==> config.mk <==
export PLATFORM = sky130hd
export DESIGN_NAME = shift_seq_ctrl
export DESIGN_NICKNAME = d
export VERILOG_FILES = /design/src/rtl/shift_seq_pkg.sv /design/src/rtl/shift_step.sv /design/src/rtl/shift_seq_ctrl.sv
export SDC_FILE = /design/constraint.sdc
export NUM_CORES = 1
export LEC_CHECK = 0
export ABC_AREA = 1
export CORE_MARGIN = 8
export CORE_UTILIZATION = 55
export CTS_CLUSTER_DIAMETER = 50
export CTS_CLUSTER_SIZE = 14
export DETAILED_ROUTE_END_ITERATION = 8
export PLACE_DENSITY = 0.83
export SYNTH_ARGS = -nofsm -noshare
export SYNTH_HDL_FRONTEND = slang
export SYNTH_SLANG_ARGS = --single-unit
==> constraint.sdc <==
create_clock -name clk -period 4.3 [get_ports clk]
set_input_delay 0.43 -clock clk [delete_from_list [all_inputs] [get_ports clk]]
set_output_delay 0.43 -clock clk [all_outputs]
set_load 0.02 [all_outputs]
==> src/rtl/shift_seq_pkg.sv <==
// Shared op codes, FSM encoding and op-legality check for the shift sequencer.
// Build option: SHIFT_SEQ_ROTATE_EN makes ROL/ROR legal ops.
package shift_seq_pkg;

    localparam logic [2:0] OP_SHL  = 3'd0;
    localparam logic [2:0] OP_SHR  = 3'd1;
    localparam logic [2:0] OP_SHRA = 3'd2;
    localparam logic [2:0] OP_ROL  = 3'd3;
    localparam logic [2:0] OP_ROR  = 3'd4;

    localparam logic [1:0] ST_IDLE  = 2'd0;
    localparam logic [1:0] ST_SHIFT = 2'd1;
    localparam logic [1:0] ST_DONE  = 2'd2;

    function automatic logic op_legal(input logic [2:0] op);
`ifdef SHIFT_SEQ_ROTATE_EN
        return (op <= OP_ROR);
`else
        return (op <= OP_SHRA);
`endif
    endfunction

endpackage

==> src/rtl/shift_step.sv <==
// Combinational single-step shifter: moves value by k (k <= STEP) bits per op.
// Rotate paths exist only when SHIFT_SEQ_ROTATE_EN is defined.
module shift_step
    import shift_seq_pkg::*;
#(
    parameter int WIDTH = 32,
    parameter int STEP  = 1,
    parameter int KW    = $clog2(STEP) + 1
) (
    input  logic [WIDTH-1:0] value,
    input  logic [2:0]       op,
    input  logic [KW-1:0]    k,
    output logic [WIDTH-1:0] result
);

    always_comb begin
        result = value;
        case (op)
            OP_SHL:  result = value << k;
            OP_SHR:  result = value >> k;
            OP_SHRA: result = $signed(value) >>> k;
`ifdef SHIFT_SEQ_ROTATE_EN
            // a right shift by WIDTH yields 0, so k=0 degenerates cleanly
            OP_ROL:  result = (value << k) | (value >> (WIDTH - int'(k)));
            OP_ROR:  result = (value >> k) | (value << (WIDTH - int'(k)));
`endif
            default: result = value;
        endcase
    end

endmodule

==> src/rtl/shift_seq_ctrl.sv <==
// Multi-cycle shift sequencer: accepts a request, shifts STEP bits per clock, hands back the result.
// Build option: SHIFT_SEQ_ROTATE_EN enables ROL/ROR.
module shift_seq_ctrl
    import shift_seq_pkg::*;
#(
    parameter int WIDTH = 32,
    parameter int AMT_W = 5,
    parameter int STEP  = 1
) (
    input  logic             clk,
    input  logic             clr,
    input  logic             in_valid,
    output logic             in_ready,
    input  logic [2:0]       in_op,
    input  logic [WIDTH-1:0] in_operand,
    input  logic [AMT_W-1:0] in_amount,
    output logic             out_valid,
    input  logic             out_ready,
    output logic [WIDTH-1:0] out_result,
    output logic             out_err,
    output logic             busy
);

    localparam int KW = $clog2(STEP) + 1;

    logic [1:0]       state;
    logic [WIDTH-1:0] work;
    logic [WIDTH-1:0] res_q;
    logic [2:0]       op_q;
    logic [AMT_W-1:0] rem;
    logic             err_q;

    logic [KW-1:0]    k;
    logic [AMT_W-1:0] rem_nxt;
    logic [WIDTH-1:0] step_val;
    logic             accept;
    logic             legal;

    assign accept = in_valid && (state == ST_IDLE);
    assign legal  = op_legal(in_op);

    // k = min(rem, STEP); the narrowing cast only happens when rem < STEP
    always_comb begin
        k = KW'(STEP);
        if (int'(rem) < STEP)
            k = KW'(rem);
    end

    assign rem_nxt = rem - AMT_W'(k);

    shift_step #(
        .WIDTH (WIDTH),
        .STEP  (STEP),
        .KW    (KW)
    ) u_step (
        .value  (work),
        .op     (op_q),
        .k      (k),
        .result (step_val)
    );

    always_ff @(posedge clk) begin
        if (clr) begin
            state <= ST_IDLE;
            work  <= '0;
            res_q <= '0;
            op_q  <= '0;
            rem   <= '0;
            err_q <= 1'b0;
        end else begin
            case (state)
                ST_IDLE: begin
                    if (accept) begin
                        work  <= in_operand;
                        op_q  <= in_op;
                        rem   <= in_amount;
                        err_q <= !legal;
                        if (legal && (in_amount != '0)) begin
                            state <= ST_SHIFT;
                        end else begin
                            res_q <= in_operand;
                            state <= ST_DONE;
                        end
                    end
                end
                ST_SHIFT: begin
                    work <= step_val;
                    rem  <= rem_nxt;
                    if (rem_nxt == '0) begin
                        res_q <= step_val;
                        state <= ST_DONE;
                    end
                end
                ST_DONE: begin
                    if (out_ready)
                        state <= ST_IDLE;
                end
                default: state <= ST_IDLE;
            endcase
        end
    end

    assign in_ready   = (state == ST_IDLE);
    assign out_valid  = (state == ST_DONE);
    assign busy       = (state != ST_IDLE);
    assign out_result = res_q;
    assign out_err    = err_q;

endmodule

==> results of run 1 <==
critical path, delay by kind of cell (launching register included):
family	cells	cell delay, ps
flops	1	360
buf+inv	2	550
fa+ha+maj	1	230
simple gates	12	1920
cell type report:
class,instances,area (um^2),share of cell area (%)
clock buffer,11,151,2.73
clock inverter,4,73.8,1.33
inverter,126,473,8.54
multi-input combinational,558,2380,43.0
sequential,75,1500,27.1
tap,105,131,2.37
timing repair buffer,84,828,15.0
cell usage after synthesis:
cell,n,share of area (%)
or2_2,1,0.14
a21oi_1,69,7.6
a211oi_1,2,0.33
nand3_2,1,0.22
buf_4,6,0.99
nor2_1,72,5.9
nor2_2,5,0.69
nor2_4,1,0.25
nand2_2,1,0.14
o211ai_1,1,0.16
o221ai_1,1,0.19
o21ai_0,7,0.77
buf_2,15,1.6
buf_1,5,0.41
o21bai_1,1,0.16
buf_6,2,0.49
nand3_1,74,8.1
ha_1,2,0.55
clkbuf_1,15,1.2
nand4_1,3,0.41
inv_2,5,0.41
dfxtp_1,75,33
nand2_1,313,26
inv_1,121,10
a31oi_1,3,0.41
a221oi_1,1,0.19
routing by layer:
layer / vias to the layer above / wire, um
met5: - / 0
met4: 0 / 222
met3: 23 / 932
met2: 190 / 5710
met1: 2154 / 5240
li1: 2534 / -
cells by family after synthesis:
logic type / after synthesis
AND/OR/NAND/NOR: 471
flip-flops: 75
buffers and inverters: 169
adder cells (fa/ha/maj): 2
AO/OA/AOI/OAI: 85
registers in the layout, summed over array words and instances, names as in the netlist:
register	cells
work	32
state	2
op_q	3
out_err	1
out_result	32
rem	5
power by group through the flow:
stage                     clock network (mW)  registers, mW  logic [mW]
after floorplan                            0           1.34        1.93
after global placement                     0           1.15        2.76
after detailed placement                   0           1.16        2.83
after CTS                              0.634           1.15        2.86
after global routing                   0.657           1.18        3.24
final                                  0.626           1.15        2.89
per-stage QoR:
step | worst slack, ps | std cells
after floorplan | 2380 | 802
final | 1190 | 963
after global routing | 829 | 963
after detailed placement | 1260 | 948
after CTS | 1210 | 963
after global placement | 1490 | 948
worst paths after layout:
check	start	slack, ps	endpoint	depth (start not counted)
max	rem[4]$_SDFFE_PP0P_	1190	out_result[18]$_SDFFE_PP0P_	15
min	out_result[8]$_SDFFE_PP0P_	520	out_result[8]$_SDFFE_PP0P_	4
max reg2reg	rem[4]$_SDFFE_PP0P_	1190	out_result[18]$_SDFFE_PP0P_	15
min reg2reg	out_result[8]$_SDFFE_PP0P_	520	out_result[8]$_SDFFE_PP0P_	4
layout by cell type (no fill, tap or decap), drive strengths merged:
cell / count
a31oi: 3
o221ai: 1
buf: 5
a211oi: 2
dfxtp: 75
clkinv: 2
nor2: 78
nand3: 75
clkbuf: 11
or2: 1
nand2: 314
a21oi: 69
o211ai: 1
ha: 2
a221oi: 1
clkdlybuf4s50: 79
o21bai: 1
bufinv: 2
o21ai: 7
inv: 126
nand4: 3
==> results.txt, run 1 <==
Leak Pwr -> 2.96 nW
Synth Area in Adders -> 0.548%
Clock buffer count from CTS -> 9
Post-synthesis cell type count -> 26
Crit-path cells -> nor2_2, nand2_1, nand2_1, inv_1, ha_1, nand2_1, nand2_1, nand2_1, nand3_1, nor2_2, nand3_2, buf_4, nand2_1, nand2_1, nor2_1
Post-Route Utilization -> 68.1%
Chip width -> 107 um
Syn. warnings -> 0
Mux contribution to synthesized area -> 0%
Int Power -> 2.39 mW
Vias in the first global route -> 4604
Post-synthesis cell count -> 802
Clock Latency Late Sink -> 350 ps
Final critical-path share of the clock period -> 72.4%
Setup TNS Final -> 0 ps
Starting Density -> 56.1%
Routed Wire Length -> 12.1 mm
CTS tree -> built
Area fraction in compound gates after synthesis -> 9.79%
Post-synthesis xor/xnor area fraction -> 0%
Slowest Stage Delay on Critical Path -> 750 ps
Pre-Repair DR Iteration Count -> 8
Final #Nets -> 900
Worst setup SP type -> register
Layer with the highest usage -> met2
GRT Overall Usage -> 21.0%
Cts-stage hold buffer count -> 0
Clock sink count -> 75
Hold Slack -> 517 ps
Clock Power Share -> 13.4%
CTS root buf -> clkbuf_8
Net Switching -> 2.27 mW
Number of cell rows -> 33
Post-CTS Setup Inserts -> 0
CTS max path bufs -> 2
Pwr Total -> 4.66 mW
Slew headroom -> 18.6%
Vias/cell -> 5.09
GPL Wtd Cong -> 0.834
Slew Limit Fails -> 0
Final Instance Area -> 5540 um^2
Mean Syn Cell Area -> 5.69 um^2
Grt met2 use -> 35.9%
Vias -> 4901
Worst Skew -> 5.42 ps
Layout cells sized above 1 -> 4.20%
Area grow syn2layout -> 21.4%
Maximum clock rate -> 0.321 GHz
Placed Area -> 5310 um^2
Area of the mapped netlist -> 4560 um^2
GRT overflow -> 0
Drt drc -> 0
Clock-pin slew on the worst setup and hold paths -> 80 ps
Die Y -> 107 um
Crit Path Category -> reg2reg
CP arrival -> 3400 ps
Seq pwr share -> 24.6%
Largest family of logic cells by synthesized area -> simple AND/OR/NAND/NOR gates
Post-DRT Antenna Nets -> 0
H-tree levels -> 3
Most common cell on crit path -> nand2_1
DIE AREA -> 11500 um^2
CP required -> 4590 ps
Met3 Use GR -> 3.84%
Post-Synth Simple-Gate Area -> 41.6%
Cell Pwr Density -> 842 nW/um^2
Crit path capture type -> register
Status -> completed
Clock period minus worst slack -> 3110 ps
Antenna violations before repair -> 0
Final hold violation count -> 0
Number of diodes -> 0
Num ports -> 80
Port-buffer cells -> 79
Switch share -> 48.8%
Logic pwr share -> 61.9%
Actual slew at the worst max-slew pin -> 1220 ps
Filler cells -> 742
CP Max Fanout -> 47
Hpwl dp -> 7.77 mm
RSZ-0062 raised after global routing -> false
Met1 usage -> 25.3%
Cts repair resizes -> 0
Floorplan core area -> 8130 um^2
Largest net degree at the start of global routing -> 67
Peak supply drop -> 0.000598 V
Worst hold-check path type -> reg2reg
Syn Nets -> 848
Slowest cell on crit path -> nand3_2
Iteration-0 DRC Markers -> 382
FF+latch count, synth -> 75
First-pass GRT wire length -> 20.3 mm
Max-cap violations -> 0
Post-synthesis sequential area ratio -> 32.9%
Final setup violating endpoints -> 0
WL per Instance -> 12.6 um
Power figures use the tool's default switching activity.
==> run 2: changes to the inputs <==
- CORE_UTILIZATION: 55 -> 54
- PLACE_DENSITY: 0.83 -> 0.81
- clock period: 4.3 -> 3.2 ns (I/O delays scaled with it)
==> run 2 against run 1 <==
  * Flip-flop and latch count is the same
  * Largest power group unchanged
  * Clock-buffer cell count increased by 2
  * Non-clock buffer count up 5
  * Register-to-register slack got worse by 300 ps
  * Fmax is 35% higher
  * Highest routed layer unchanged
  * Clock power increased by 19%
  * Sequential share of layout area is essentially flat
  * First-iteration DRC count down 18%
  * Final area rose by 0.11%
==> results.txt, run 2 (synthesis gave the netlist of run 1 again) <==
Logic pwr share -> 62.9% (was 61.9%)
RSZ-0062 raised after global routing -> false (unchanged)
Number of cell rows -> 33 (unchanged)
Post-DRT Antenna Nets -> 0 (unchanged)
Final #Nets -> 905 (was 900)
Final hold violation count -> 0 (unchanged)
GRT overflow -> 0 (unchanged)
Layout cells sized above 1 -> 4.52% (was 4.20%)
Crit path capture type -> register (unchanged)
Commonest non-fill, non-tap cell in the layout -> nand2_1 (unchanged)
Maximum clock rate -> 0.433 GHz (was 0.321 GHz)
Pre-Repair DR Iteration Count -> 5 (was 8)
CTS max path bufs -> 2 (unchanged)
Chip width -> 108 um (was 107 um)
CP required -> 3450 ps (was 4590 ps)
Min-delay src -> out_result[22]$_SDFFE_PP0P_ (was out_result[8]$_SDFFE_PP0P_)
Area grow syn2layout -> 21.5% (was 21.4%)
CP arrival -> 2560 ps (was 3400 ps)
Hpwl dp -> 8.04 mm (was 7.77 mm)
Post-Route Utilization -> 67.5% (was 68.1%)
Int Power -> 3.15 mW (was 2.39 mW)
Antenna violations before repair -> 0 (unchanged)
Drt drc -> 0 (unchanged)
Final critical-path share of the clock period -> 72.2% (was 72.4%)
Status -> completed (unchanged)
CP Max Fanout -> 35 (was 47)
Num ports -> 80 (unchanged)
Iteration-0 DRC Markers -> 313 (was 382)
Worst hold-check path type -> reg2reg (unchanged)
Actual slew at the worst max-slew pin -> 1060 ps (was 1220 ps)
Worst flop-to-flop path startpoint -> state[1]$_SDFFE_PP0P_ (was rem[4]$_SDFFE_PP0P_)
Cts repair resizes -> 0 (unchanged)
Leak Pwr -> 2.97 nW (was 2.96 nW)
Clock period minus worst slack -> 2310 ps (was 3110 ps)
Most frequent cells in the layout -> nand2_1 (313), inv_1 (121), clkdlybuf4s50_1 (79) (unchanged)
First-pass GRT wire length -> 20.2 mm (was 20.3 mm)
Slew headroom -> 29.5% (was 18.6%)
Clock Power Share -> 12.1% (was 13.4%)
Net Switching -> 3.01 mW (was 2.27 mW)
Die Y -> 108 um (was 107 um)
Vias/cell -> 5.14 (was 5.09)
Vias -> 4976 (was 4901)
Cts-stage hold buffer count -> 0 (unchanged)
Largest net degree at the start of global routing -> 38 (was 67)
Critical path origin -> state[1]$_SDFFE_PP0P_ (was rem[4]$_SDFFE_PP0P_)
CTS tree -> built (unchanged)
Vias in the first global route -> 4764 (was 4604)
Routed Wire Length -> 11.9 mm (was 12.1 mm)
Switch share -> 48.9% (was 48.8%)
Port-buffer cells -> 79 (unchanged)
GRT Overall Usage -> 20.7% (was 21.0%)
Max-cap violations -> 0 (unchanged)
Worst Skew -> 11.4 ps (was 5.42 ps)
Final setup violating endpoints -> 0 (unchanged)
Cell Pwr Density -> 1110 nW/um^2 (was 842 nW/um^2)
DIE AREA -> 11600 um^2 (was 11500 um^2)
Clock-pin slew on the worst setup and hold paths -> 80 ps (about the same)
Seq pwr share -> 25.1% (was 24.6%)
Peak supply drop -> 0.000626 V (was 0.000598 V)
Worst setup SP type -> register (unchanged)
CTS root buf -> clkbuf_8 (unchanged)
WL per Instance -> 12.3 um (was 12.6 um)
Slew Limit Fails -> 0 (unchanged)
Setup TNS Final -> 0 ps (unchanged)
Starting Density -> 55.5% (was 56.1%)
Clock sink count -> 75 (unchanged)
Clock Latency Late Sink -> 350 ps (about the same)
Post-CTS Setup Inserts -> 0 (unchanged)
GPL Wtd Cong -> 0.833 (was 0.834)
Floorplan core area -> 8220 um^2 (was 8130 um^2)
Crit Path Category -> reg2reg (unchanged)
H-tree levels -> 3 (unchanged)
Clock buffer count from CTS -> 9 (unchanged)
Number of diodes -> 0 (unchanged)
[run 2: metrics by stage]
step | power, mW | instances | area, um^2 | hold slack [ps] | worst slack, ps
3_3_place_gp | 5.28 | 953 | 5350 | 500 | 1050
4_1_cts | 6.16 | 968 | 5540 | 516 | 943
2_1_floorplan | 4.39 | 802 | 4560 | 477 | 1280
6_report | 6.16 | 968 | 5540 | 514 | 890
5_1_grt | 6.73 | 968 | 5540 | 545 | 746
3_5_place_dp | 5.39 | 953 | 5350 | 503 | 957
[run 2: layout make-up]
class	instances	area [um^2]
Timing Repair Buffer	89	866
Multi-Input combinational cell	558	2380
Inverter	126	473
Sequential cell	75	1500
Fill cell	771	2670
Clock inverter	2	35.0
Clock buffer	13	159
Tap cell	105	131
[run 2: power by group through the flow]
stage / logic [mW] / registers (mW) / clock network, mW
after floorplan: 2.59 / 1.80 / 0
after global placement: 3.74 / 1.54 / 0
after detailed placement: 3.83 / 1.56 / 0
after CTS: 3.86 / 1.54 / 0.755
after global routing: 4.36 / 1.58 / 0.786
final: 3.87 / 1.54 / 0.745
[run 2: routing by layer]
metal | up-vias | wire length [um] | track usage [%]
met2 | 195 | 5670 | 36.5
li1 | 2552 | - | -
met1 | 2197 | 5070 | 23.7
met3 | 32 | 850 | 3.83
met5 | - | 0 | 0
met4 | 0 | 277 | 9.81
[run 2: critical path, stage by stage, from the launching register on]
cell and delay (ps):
dfxtp_1 450, nor2_4 100, inv_2 410, nand2_2 320
inv_2 580, a21oi_1 150, nand2_1 120, inv_1 50
[run 2: worst paths after layout]
| check | end | slack, ps | depth (start not counted) |
|---|---|---|---|
| worst max-delay path | work[30]$_SDFFE_PP0P_ | 890 | 7 |
| worst min-delay path | out_result[22]$_SDFFE_PP0P_ | 510 | 4 |
| worst max register to register | work[30]$_SDFFE_PP0P_ | 890 | 7 |
| worst min register to register | out_result[22]$_SDFFE_PP0P_ | 510 | 4 |
